[config.mk]
export PLATFORM = sky130hd
export DESIGN_NAME = mmmu_bridge_arb_flat
export DESIGN_NICKNAME = d
export VERILOG_FILES = /design/src/rtl/mmmu_bridge_arb_if.sv /design/src/rtl/mmmu_bridge_arb.sv /design/src/flat_wrapper.sv
export SDC_FILE = /design/constraint.sdc
export NUM_CORES = 1
export LEC_CHECK = 0
export CAP_MARGIN = 20
export CORE_AREA = 2 2 99 101
export DETAILED_ROUTE_END_ITERATION = 12
export DIE_AREA = 0 0 101 103
export HOLD_SLACK_MARGIN = 0.08
export PLACE_DENSITY = 0.79
export SYNTH_ARGS = -nofsm -noshare
export SYNTH_HDL_FRONTEND = slang
export SYNTH_SLANG_ARGS = --single-unit
[constraint.sdc]
create_clock -name clk -period 2.1 [get_ports clk]
set_clock_uncertainty 0.15 [all_clocks]
set_input_delay 0.525 -clock clk [delete_from_list [all_inputs] [get_ports clk]]
set_output_delay 0.525 -clock clk [all_outputs]
set_load 0.01 [all_outputs]
[src/rtl/mmmu_bridge_arb_if.sv]
// Bus bundle between mmmu_bridge_arb and its requesters plus the bridge arb port.
// master is the arbiter's view and slave is the environment's view.
package mmmu_arb_pkg;
  typedef logic [3:0] dbus_meta_t;
endpackage

interface mmmu_bridge_arb_if #(parameter int NUM_REQ = 4);
  import mmmu_arb_pkg::*;

  logic [NUM_REQ-1:0]       req_vld_i;
  logic [NUM_REQ-1:0][31:0] req_pkt_i;
  logic [NUM_REQ-1:0]       req_ack_o;
  logic [NUM_REQ-1:0]       req_fin_o;
  logic [NUM_REQ-1:0]       rsp_vld_o;
  logic [31:0]              rsp_pkt_o;
  dbus_meta_t               rsp_type_o;
  logic [NUM_REQ-1:0]       grant_o;
  logic                     arb_vld_o;
  logic [31:0]              arb_pkt_o;
  logic                     arb_ack_i;
  logic                     arb_fin_i;
  logic                     arb_rsp_vld_i;
  logic [31:0]              arb_rsp_pkt_i;
  dbus_meta_t               arb_rsp_type_i;
  logic                     stray_rsp_o;
  logic                     timeout_o;

  modport master (
    input  req_vld_i, req_pkt_i, arb_ack_i, arb_fin_i,
           arb_rsp_vld_i, arb_rsp_pkt_i, arb_rsp_type_i,
    output req_ack_o, req_fin_o, rsp_vld_o, rsp_pkt_o, rsp_type_o,
           grant_o, arb_vld_o, arb_pkt_o, stray_rsp_o, timeout_o
  );

  modport slave (
    output req_vld_i, req_pkt_i, arb_ack_i, arb_fin_i,
           arb_rsp_vld_i, arb_rsp_pkt_i, arb_rsp_type_i,
    input  req_ack_o, req_fin_o, rsp_vld_o, rsp_pkt_o, rsp_type_o,
           grant_o, arb_vld_o, arb_pkt_o, stray_rsp_o, timeout_o
  );
endinterface

[src/rtl/mmmu_bridge_arb.sv]
// Round-robin arbiter sharing the mmmu_bridge arb port among NUM_REQ requesters.
// Optional watchdog abort is built only when MMMU_ARB_TIMEOUT_EN is defined.
module mmmu_bridge_arb
  import mmmu_arb_pkg::*;
#(
  parameter int NUM_REQ     = 4,
  parameter int TIMEOUT_CYC = 1024
) (
  input  logic             clk,
  input  logic             rst_n,
  mmmu_bridge_arb_if.master bus
);

  localparam int IDX_W = $clog2(NUM_REQ);
  localparam logic [NUM_REQ-1:0] ONE_HOT0 = {{(NUM_REQ-1){1'b0}}, 1'b1};

  if (NUM_REQ < 2 || NUM_REQ > 8 || TIMEOUT_CYC < 2) begin : g_param_chk
    $error("mmmu_bridge_arb: parameter out of range");
  end

  typedef enum logic [1:0] {
    IDLE     = 2'd0,
    ISSUE    = 2'd1,
    WAIT_FIN = 2'd2
  } state_t;

  state_t             state_r;
  state_t             state_nxt_s;
  logic [IDX_W-1:0]   rr_ptr_r;
  logic [IDX_W-1:0]   gnt_idx_r;
  logic [IDX_W-1:0]   sel_idx_s;
  logic               sel_found_s;
  logic [31:0]        pkt_r;
  logic [NUM_REQ-1:0] grant_r;
  logic               arb_vld_r;
  logic               stray_r;
  logic               abort_s;
  logic               done_s;

  function automatic logic [IDX_W-1:0] wrap_idx(input logic [IDX_W-1:0] base, input int k);
    int s;
    s = int'(base) + k;
    if (s >= NUM_REQ) s = s - NUM_REQ;
    else              s = s;
    return IDX_W'(s);
  endfunction

  // Round-robin pick: walking the offsets downward leaves the nearest requester from rr_ptr_r.
  always_comb begin
    sel_found_s = 1'b0;
    sel_idx_s   = '0;
    for (int k = NUM_REQ - 1; k >= 0; k--) begin
      if (bus.req_vld_i[wrap_idx(rr_ptr_r, k)]) begin
        sel_found_s = 1'b1;
        sel_idx_s   = wrap_idx(rr_ptr_r, k);
      end else begin
        sel_found_s = sel_found_s;
      end
    end
  end

`ifdef MMMU_ARB_TIMEOUT_EN
  localparam int CNT_W = $clog2(TIMEOUT_CYC) + 1;
  logic [CNT_W-1:0] cnt_r;
  logic             timeout_r;

  // Watchdog count held at zero while idle, so it reads zero on the first ISSUE cycle.
  always_ff @(posedge clk or negedge rst_n) begin
    if (!rst_n)                cnt_r <= '0;
    else if (state_r == IDLE)  cnt_r <= '0;
    else                       cnt_r <= cnt_r + CNT_W'(1);
  end

  // A fin on the limit cycle wins over the abort.
  assign abort_s = (state_r != IDLE) && !bus.arb_fin_i && (cnt_r == CNT_W'(TIMEOUT_CYC - 1));

  // Sticky watchdog flag.
  always_ff @(posedge clk or negedge rst_n) begin
    if (!rst_n) timeout_r <= 1'b0;
    else        timeout_r <= timeout_r | abort_s;
  end

  assign bus.timeout_o = timeout_r;
`else
  assign abort_s       = 1'b0;
  assign bus.timeout_o = 1'b0;
`endif

  assign done_s = (state_r != IDLE) && (bus.arb_fin_i || abort_s);

  // State register.
  always_ff @(posedge clk or negedge rst_n) begin
    if (!rst_n) state_r <= IDLE;
    else        state_r <= state_nxt_s;
  end

  // Next-state logic; fin alone in ISSUE also ends the transaction.
  always_comb begin
    state_nxt_s = state_r;
    case (state_r)
      IDLE:     state_nxt_s = sel_found_s ? ISSUE : IDLE;
      ISSUE: begin
        if (done_s)                 state_nxt_s = IDLE;
        else if (bus.arb_ack_i)     state_nxt_s = WAIT_FIN;
        else                        state_nxt_s = ISSUE;
      end
      WAIT_FIN: state_nxt_s = done_s ? IDLE : WAIT_FIN;
      default:  state_nxt_s = IDLE;
    endcase
  end

  // Combinational outputs, steered by the registered grant so only the owner sees them.
  always_comb begin
    bus.req_ack_o  = '0;
    bus.req_fin_o  = '0;
    bus.rsp_vld_o  = '0;
    bus.rsp_pkt_o  = bus.arb_rsp_pkt_i;
    bus.rsp_type_o = bus.arb_rsp_type_i;
    case (state_r)
      IDLE: begin
        bus.req_ack_o = '0;
      end
      ISSUE: begin
        bus.req_ack_o = bus.arb_ack_i     ? grant_r : '0;
        bus.req_fin_o = done_s            ? grant_r : '0;
        bus.rsp_vld_o = bus.arb_rsp_vld_i ? grant_r : '0;
      end
      WAIT_FIN: begin
        bus.req_fin_o = done_s            ? grant_r : '0;
        bus.rsp_vld_o = bus.arb_rsp_vld_i ? grant_r : '0;
      end
      default: begin
        bus.req_ack_o = '0;
      end
    endcase
  end

  // Grant, captured packet, round-robin pointer and registered bus outputs.
  always_ff @(posedge clk or negedge rst_n) begin
    if (!rst_n) begin
      rr_ptr_r  <= '0;
      gnt_idx_r <= '0;
      pkt_r     <= 32'd0;
      grant_r   <= '0;
      arb_vld_r <= 1'b0;
      stray_r   <= 1'b0;
    end else begin
      if ((state_r == IDLE) && sel_found_s) begin
        gnt_idx_r <= sel_idx_s;
        grant_r   <= ONE_HOT0 << sel_idx_s;
        pkt_r     <= bus.req_pkt_i[sel_idx_s];
      end else if (done_s) begin
        grant_r  <= '0;
        rr_ptr_r <= wrap_idx(gnt_idx_r, 1);
      end
      arb_vld_r <= (state_nxt_s == ISSUE);
      stray_r   <= stray_r | ((state_r == IDLE) && (bus.arb_rsp_vld_i || bus.arb_fin_i));
    end
  end

  assign bus.grant_o     = grant_r;
  assign bus.arb_vld_o   = arb_vld_r;
  assign bus.arb_pkt_o   = pkt_r;
  assign bus.stray_rsp_o = stray_r;

endmodule
[src/flat_wrapper.sv]
// flat-port wrapper written by rule: the top's interface ports become plain ports
module mmmu_bridge_arb_flat import mmmu_arb_pkg::*;
#(
  parameter int NUM_REQ     = 4,
  parameter int TIMEOUT_CYC = 1024
)
  (clk, rst_n, bus_req_vld_i, bus_req_pkt_i, bus_arb_ack_i, bus_arb_fin_i, bus_arb_rsp_vld_i, bus_arb_rsp_pkt_i, bus_arb_rsp_type_i, bus_req_ack_o, bus_req_fin_o, bus_rsp_vld_o, bus_rsp_pkt_o, bus_rsp_type_o, bus_grant_o, bus_arb_vld_o, bus_arb_pkt_o, bus_stray_rsp_o, bus_timeout_o);
  mmmu_bridge_arb_if #(.NUM_REQ(NUM_REQ)) bus_i ();
  input  logic clk;
  input  logic rst_n;
  input wire logic [$bits(bus_i.req_vld_i)-1:0] bus_req_vld_i;
  input wire logic [$bits(bus_i.req_pkt_i)-1:0] bus_req_pkt_i;
  input wire logic [$bits(bus_i.arb_ack_i)-1:0] bus_arb_ack_i;
  input wire logic [$bits(bus_i.arb_fin_i)-1:0] bus_arb_fin_i;
  input wire logic [$bits(bus_i.arb_rsp_vld_i)-1:0] bus_arb_rsp_vld_i;
  input wire logic [$bits(bus_i.arb_rsp_pkt_i)-1:0] bus_arb_rsp_pkt_i;
  input wire logic [$bits(bus_i.arb_rsp_type_i)-1:0] bus_arb_rsp_type_i;
  output wire logic [$bits(bus_i.req_ack_o)-1:0] bus_req_ack_o;
  output wire logic [$bits(bus_i.req_fin_o)-1:0] bus_req_fin_o;
  output wire logic [$bits(bus_i.rsp_vld_o)-1:0] bus_rsp_vld_o;
  output wire logic [$bits(bus_i.rsp_pkt_o)-1:0] bus_rsp_pkt_o;
  output wire logic [$bits(bus_i.rsp_type_o)-1:0] bus_rsp_type_o;
  output wire logic [$bits(bus_i.grant_o)-1:0] bus_grant_o;
  output wire logic [$bits(bus_i.arb_vld_o)-1:0] bus_arb_vld_o;
  output wire logic [$bits(bus_i.arb_pkt_o)-1:0] bus_arb_pkt_o;
  output wire logic [$bits(bus_i.stray_rsp_o)-1:0] bus_stray_rsp_o;
  output wire logic [$bits(bus_i.timeout_o)-1:0] bus_timeout_o;
  assign bus_i.req_vld_i = bus_req_vld_i;
  assign bus_i.req_pkt_i = bus_req_pkt_i;
  assign bus_i.arb_ack_i = bus_arb_ack_i;
  assign bus_i.arb_fin_i = bus_arb_fin_i;
  assign bus_i.arb_rsp_vld_i = bus_arb_rsp_vld_i;
  assign bus_i.arb_rsp_pkt_i = bus_arb_rsp_pkt_i;
  assign bus_i.arb_rsp_type_i = bus_arb_rsp_type_i;
  assign bus_req_ack_o = bus_i.req_ack_o;
  assign bus_req_fin_o = bus_i.req_fin_o;
  assign bus_rsp_vld_o = bus_i.rsp_vld_o;
  assign bus_rsp_pkt_o = bus_i.rsp_pkt_o;
  assign bus_rsp_type_o = bus_i.rsp_type_o;
  assign bus_grant_o = bus_i.grant_o;
  assign bus_arb_vld_o = bus_i.arb_vld_o;
  assign bus_arb_pkt_o = bus_i.arb_pkt_o;
  assign bus_stray_rsp_o = bus_i.stray_rsp_o;
  assign bus_timeout_o = bus_i.timeout_o;
  mmmu_bridge_arb #(.NUM_REQ(NUM_REQ), .TIMEOUT_CYC(TIMEOUT_CYC)) u_core (.clk(clk), .rst_n(rst_n), .bus(bus_i));
endmodule
==> impl_metrics.ini, run 1 <==
[setup_path]
worstSetupPathType = input port to flip-flop
path_max_fanout = 15
worst-r2r-setup-slack_ns = 0.10
crit_path_max_incr_delay_ns = 0.28
cp_data_arrival_time_ns = 2.04
crit_family = buffers and inverters
crit_required_ns = 2.11
crit_chain = dlygate4sd2_1 > nand2b_1 > or2_1 > buf_4 > o311ai_4 > buf_6 > buf_12 > a221oi_1 > a31oi_1
cp_slowest_cell = dlygate4sd2_1
crit_path_start_kind = input port
end_kind = flip-flop
critical_path_buf_inv_count = 4

[synthesis]
synth_top_area_frac = 0.374
ys_seq_area_frac = 0.374
netlist_instances = 340
synth_nets = 517
synth_area_um2 = 2940
netlist_top_cells_area = dfrtp_1 37%, nand3_1 10%, buf_4 9.7%
ys_warn_count = 0
synth_area_leader_cell = dfrtp_1
yosys_register_bits = 44
syn_avg_cell_area_um2 = 8.65
synth_cell_types = 37

[drt]
drc_errors = 0
routed-via-count = 3341
drt.antenna.violating_nets = 0
drt_wl_total_mm = 11.0
wl_per_cell_um = 17.7
drtIter0Drc = 124
dr.pass1.iters = 4
vias_per_cell = 5.35

[placement]
dp.cells = 609
dp_hpwl_mm = 8.13
port_buffers = 186
gp_congestion = 0.742

[sta]
finalSetupTns_ns = 0
final-max-slew-violation-count = 0
fin_crit_ns = 2.03
hold_viol_final = 0
setup_viol = 0
hold_slack_ns = 0.332
rsz0062_at_grt = false
fmax_mhz = 494
post-route-period-util = 0.964

[pwr]
static-leakage-power_nw = 2.09
peakVddDrop_v = 0.000479
power.density_nw_per_um2 = 1200

[floorplanning]
dieArea_um2 = 10400
rows = 36
io_pins = 260
die_x_um = 101
die_h_um = 103
coreArea_um2 = 9460
initial_core_util = 0.311

[clock_network]
cts_tree = done
htreeDepth = 2
clk_pin_slew_worst_paths_ns = 0.08
cts_buffer_depth = 2
cts_inserted_buffers = 5
clkSinkCount = 44
clock-root-buffer = clkbuf_8
clkLatencyLatePin_ns = 0.29

[hold_path]
hp-class = flip-flop to flip-flop

[finish]
fin_util = 0.540
layout-drive-gt1-share = 0.167
layout_common_cells = 166 x clkdlybuf4s50_1, 59 x nand3_1, 44 x dfrtp_1
nNetsFinal = 686
final_common_cell = clkdlybuf4s50_1
finalNonFillerCells = 624
syn_to_final_growth_pct = 73.8
fillCellCount = 869
diodes = 0

[outcome]
status = finished, final reports clean

[global_route]
grtUsageTotal = 0.210
grt-ovfl-total = 0
antenna_found_initial = 0
first_global_vias = 3539
grt_pass1_wl_mm = 17.1
grt_max_degree = 39

[flow_run]
max_cap_violations = 0
## sequential cells by signal (all words and copies together) (netlist names)
register,cells
u_core.bus.stray_rsp_o,1
u_core.state_r,2
u_core.bus.arb_vld_o,1
u_core.gnt_idx_r,2
u_core.rr_ptr_r,2
u_core.bus.grant_o,4
u_core.bus.arb_pkt_o,32
## final timing paths
| kind | start | to | cells after the start |
|---|---|---|---|
| min reg2reg | u_core.bus.stray_rsp_o | u_core.bus.stray_rsp_o | 1 |
| max reg2reg | u_core.rr_ptr_r[0] | u_core.bus.arb_pkt_o[7] | 8 |
| min | u_core.bus.stray_rsp_o | u_core.bus.stray_rsp_o | 1 |
| min in group asynchronous | rst_n | u_core.bus.arb_pkt_o[0] | 2 |
| max | bus_req_vld_i[0] | u_core.bus.arb_pkt_o[7] | 9 |
| max in group asynchronous | rst_n | u_core.bus.arb_pkt_o[8] | 3 |
## final cells by class
class | count | area [um2] | area share
timing repair buffer | 228 | 2210 | 0.433
multi-input combinational | 226 | 1550 | 0.303
sequential | 44 | 1100 | 0.215
tap | 114 | 143 | 0.0279
clock buffer | 8 | 90.1 | 0.0176
inverter | 4 | 15.0 | 0.00294
## timing repair
item                                    CTS  global route
hold buffers                              1             0
gates resized for setup                  66            17
pin swaps                                 4             2
setup buffers                             4             0
gates cloned                              2             0
hold endpoints to repair                 17             0
endpoints found under the setup margin   47            25
## report_power, final
| part | leakage, nW | internal (W) | total [W] | switching, W |
|---|---|---|---|---|
| logic | 1.53 | 0.00207 | 0.00402 | 0.00195 |
| registers | 0.510 | 0.00127 | 0.00156 | 0.000288 |
| clock network | 0.0455 | 0.000269 | 0.000551 | 0.000282 |
## stage by stage
step | power, W | setup slack [ns] | area, um2
floorplan | 0.00345 | 0.122 | 2940
global placement | 0.00515 | -0.595 | 4860
detailed placement | 0.00525 | -0.591 | 4860
CTS | 0.00616 | 0.00171 | 5150
global route | 0.00661 | 0.0148 | 5110
finish | 0.00614 | 0.0750 | 5110
## cell usage after synthesis, drive strengths merged
master   count
o311ai       1
xnor2        1
o211a        1
o21ai        7
nand3       59
or2          1
clkbuf      19
a211oi       5
a21oi        6
and3        12
buf         47
mux2i        6
a2111oi      5
dfrtp       44
conb         1
o41ai        1
nand2       12
a211o        1
inv          4
o41a         1
nand2b       3
nor2        32
and2         2
a2bb2oi      1
a31oi       27
a221oi      27
nor3         1
nor2b        2
nand3b       1
a21boi       6
ha           4
## routing by layer
| metal | up-vias | track usage | part of all wire |
|---|---|---|---|
| met5 | - | 0 | 0 |
| met4 | 0 | 0.0873 | 0.025 |
| met3 | 24 | 0.0434 | 0.062 |
| met2 | 156 | 0.387 | 0.51 |
| met1 | 1592 | 0.234 | 0.40 |
| li1 | 1569 | - | - |
## cell families (layout without fill, tap and decap cells)
group	count (synthesis)	count (layout)	synth area share
AO/OA/AOI/OAI	89	89	0.231
adder cells (fa/ha/maj)	4	4	0.0170
other	1	1	0.00127
AND/OR/NAND/NOR	125	125	0.204
buffers and inverters	70	240	0.148
flip-flops	44	44	0.374
multiplexers	6	6	0.0204
XOR/XNOR	1	1	0.00298
Note: power is estimated with default switching activity, not from simulation.
==> run 2: changes to the inputs <==
- CORE_AREA: 2 2 99 101 -> 2 2 102 104
- DIE_AREA: 0 0 101 103 -> 0 0 104 106
- PLACE_DENSITY: 0.79 -> 0.75
- clock period: 2.1 -> 2.5 ns (I/O delays scaled with it)
==> impl_metrics.ini, run 2 (synthesized netlist as in run 1, its figures left out) <==
[hold_path]
hp-class = input port to async pin

[clock_network]
clock-root-buffer = clkbuf_8
clkSinkCount = 44
cts_buffer_depth = 2
clkLatencyLatePin_ns = 0.29
cts_inserted_buffers = 5
holdBufCountCts = 0
htreeDepth = 2
cts_tree = done
clk_pin_slew_worst_paths_ns = 0.08

[global_route]
grt_max_degree = 30
antenna_found_initial = 0
first_global_vias = 3436
grtUsageTotal = 0.190
grt_pass1_wl_mm = 17.0
grt-ovfl-total = 0

[drt]
drc_errors = 0
drtIter0Drc = 111
drt.antenna.violating_nets = 0
drt_wl_total_mm = 10.8
dr.pass1.iters = 4
routed-via-count = 3301
vias_per_cell = 5.21
wl_per_cell_um = 17.0

[finish]
largest_reg_flops = 32
layout-drive-gt1-share = 0.104
layout_common_cells = 172 x clkdlybuf4s50_1, 59 x nand3_1, 44 x dfrtp_1
diodes = 0
syn_to_final_growth_pct = 69.4
nNetsFinal = 674
fillCellCount = 984
final_common_cell = clkdlybuf4s50_1

[pwr]
clkPwrFrac = 0.094
p_sw_w = 0.00203
static-leakage-power_nw = 2.00
pwr-share-seq = 0.263
peakVddDrop_v = 0.000358
power.density_nw_per_um2 = 992
intPower_w = 0.00292
combinationalPowerShare = 0.643
swShare = 0.410

[sta]
tightest_slew_ns = 0.579
rsz0062_at_grt = false
hold_viol_final = 0
hold_slack_ns = 0.171
fin_crit_ns = 2.39
slew_headroom = 0.614
post-route-period-util = 0.958
finalSetupTns_ns = 0
fmax_mhz = 418
setup_viol = 0
final-max-slew-violation-count = 0

[placement]
gp_congestion = 0.820
port_buffers = 186
dp_hpwl_mm = 8.19

[floorplanning]
dieArea_um2 = 11000
coreArea_um2 = 10000
initial_core_util = 0.294
io_pins = 260
die_x_um = 104
die_h_um = 106
rows = 37

[setup_path]
crit_path_start_kind = flip-flop
r2r_start = u_core.rr_ptr_r[1]
worstSetupPathType = flip-flop to output pin
cp_data_arrival_time_ns = 1.62
end_kind = output pin
worst-r2r-setup-slack_ns = 0.50
startpoint = u_core.state_r[1]
worstSetupEndpoint = bus_req_ack_o[0]
worst_r2r_endpoint = u_core.bus.arb_pkt_o[15]
path_max_fanout = 6
crit_required_ns = 1.73
r2r_cells = 5

[outcome]
status = finished, final reports clean

[flow_run]
max_cap_violations = 0
-- run 2: power by group through the flow --
stage	logic (W)	registers, W	clock network (W)
after global routing	0.00346	0.00135	0.000515
final	0.00318	0.00130	0.000464
after global placement	0.00304	0.00130	0
after detailed placement	0.00310	0.00132	0
after floorplan	0.00149	0.00141	0
after CTS	0.00317	0.00130	0.000484
-- run 2: final cells by class --
class	instances	area [um2]	share of cell area
inverters	4	15.0	0.00301
well taps	136	170	0.0341
multi-input cells	226	1460	0.293
repair buffers	216	2150	0.431
clock buffers	8	90.1	0.0181
flip-flops and latches	44	1100	0.221
-- run 2: stage by stage --
step | utilization | worst slack, ns | cells | power [W] | cell area (um2)
6_report | 0.498 | 0.105 | 634 | 0.00494 | 4980
5_1_grt | 0.498 | 0.0250 | 634 | 0.00532 | 4980
4_1_cts | 0.497 | 0.00453 | 632 | 0.00496 | 4970
3_5_place_dp | 0.485 | -0.395 | 622 | 0.00442 | 4850
3_3_place_gp | 0.485 | -0.330 | 622 | 0.00434 | 4850
2_1_floorplan | - | 0.422 | 340 | 0.00290 | 2940
-- run 2: what timing repair did --
item                                    CTS  global route
gates resized for setup                  18            11
pin swaps                                 0             1
endpoints found under the hold margin     0             0
endpoints found under the setup margin   12             8
buffers inserted                          2             2
-- run 2: critical path, cell delays in order, from the launching register on --
cell and delay (ns):
dfrtp_1 0.41, inv_2 0.10, ha_4 0.16, and3_1 0.14, clkdlybuf4s50_1 0.53
-- run 2: worst min path at each step --
stage                           start                        to  slack (ns)  depth (start not counted)
2_1_floorplan                   rst_n   u_core.bus.arb_pkt_o[0]        0.18                          0
3_3_place_gp   u_core.bus.stray_rsp_o    u_core.bus.stray_rsp_o        0.31                          1
3_5_place_dp   u_core.bus.stray_rsp_o    u_core.bus.stray_rsp_o        0.32                          1
4_1_cts                         rst_n  u_core.bus.arb_pkt_o[18]        0.19                          1
5_1_grt                         rst_n  u_core.bus.arb_pkt_o[10]        0.21                          1
6_report                        rst_n  u_core.bus.arb_pkt_o[18]        0.17                          1
-- run 2: per-layer routing --
layer / vias up / GRT usage / part of all wire
met2: 169 / 0.352 / 0.51
li1: 1549 / - / -
met3: 22 / 0.0521 / 0.086
met5: - / 0 / 0
met4: 0 / 0.0473 / 0.011
met1: 1561 / 0.216 / 0.39
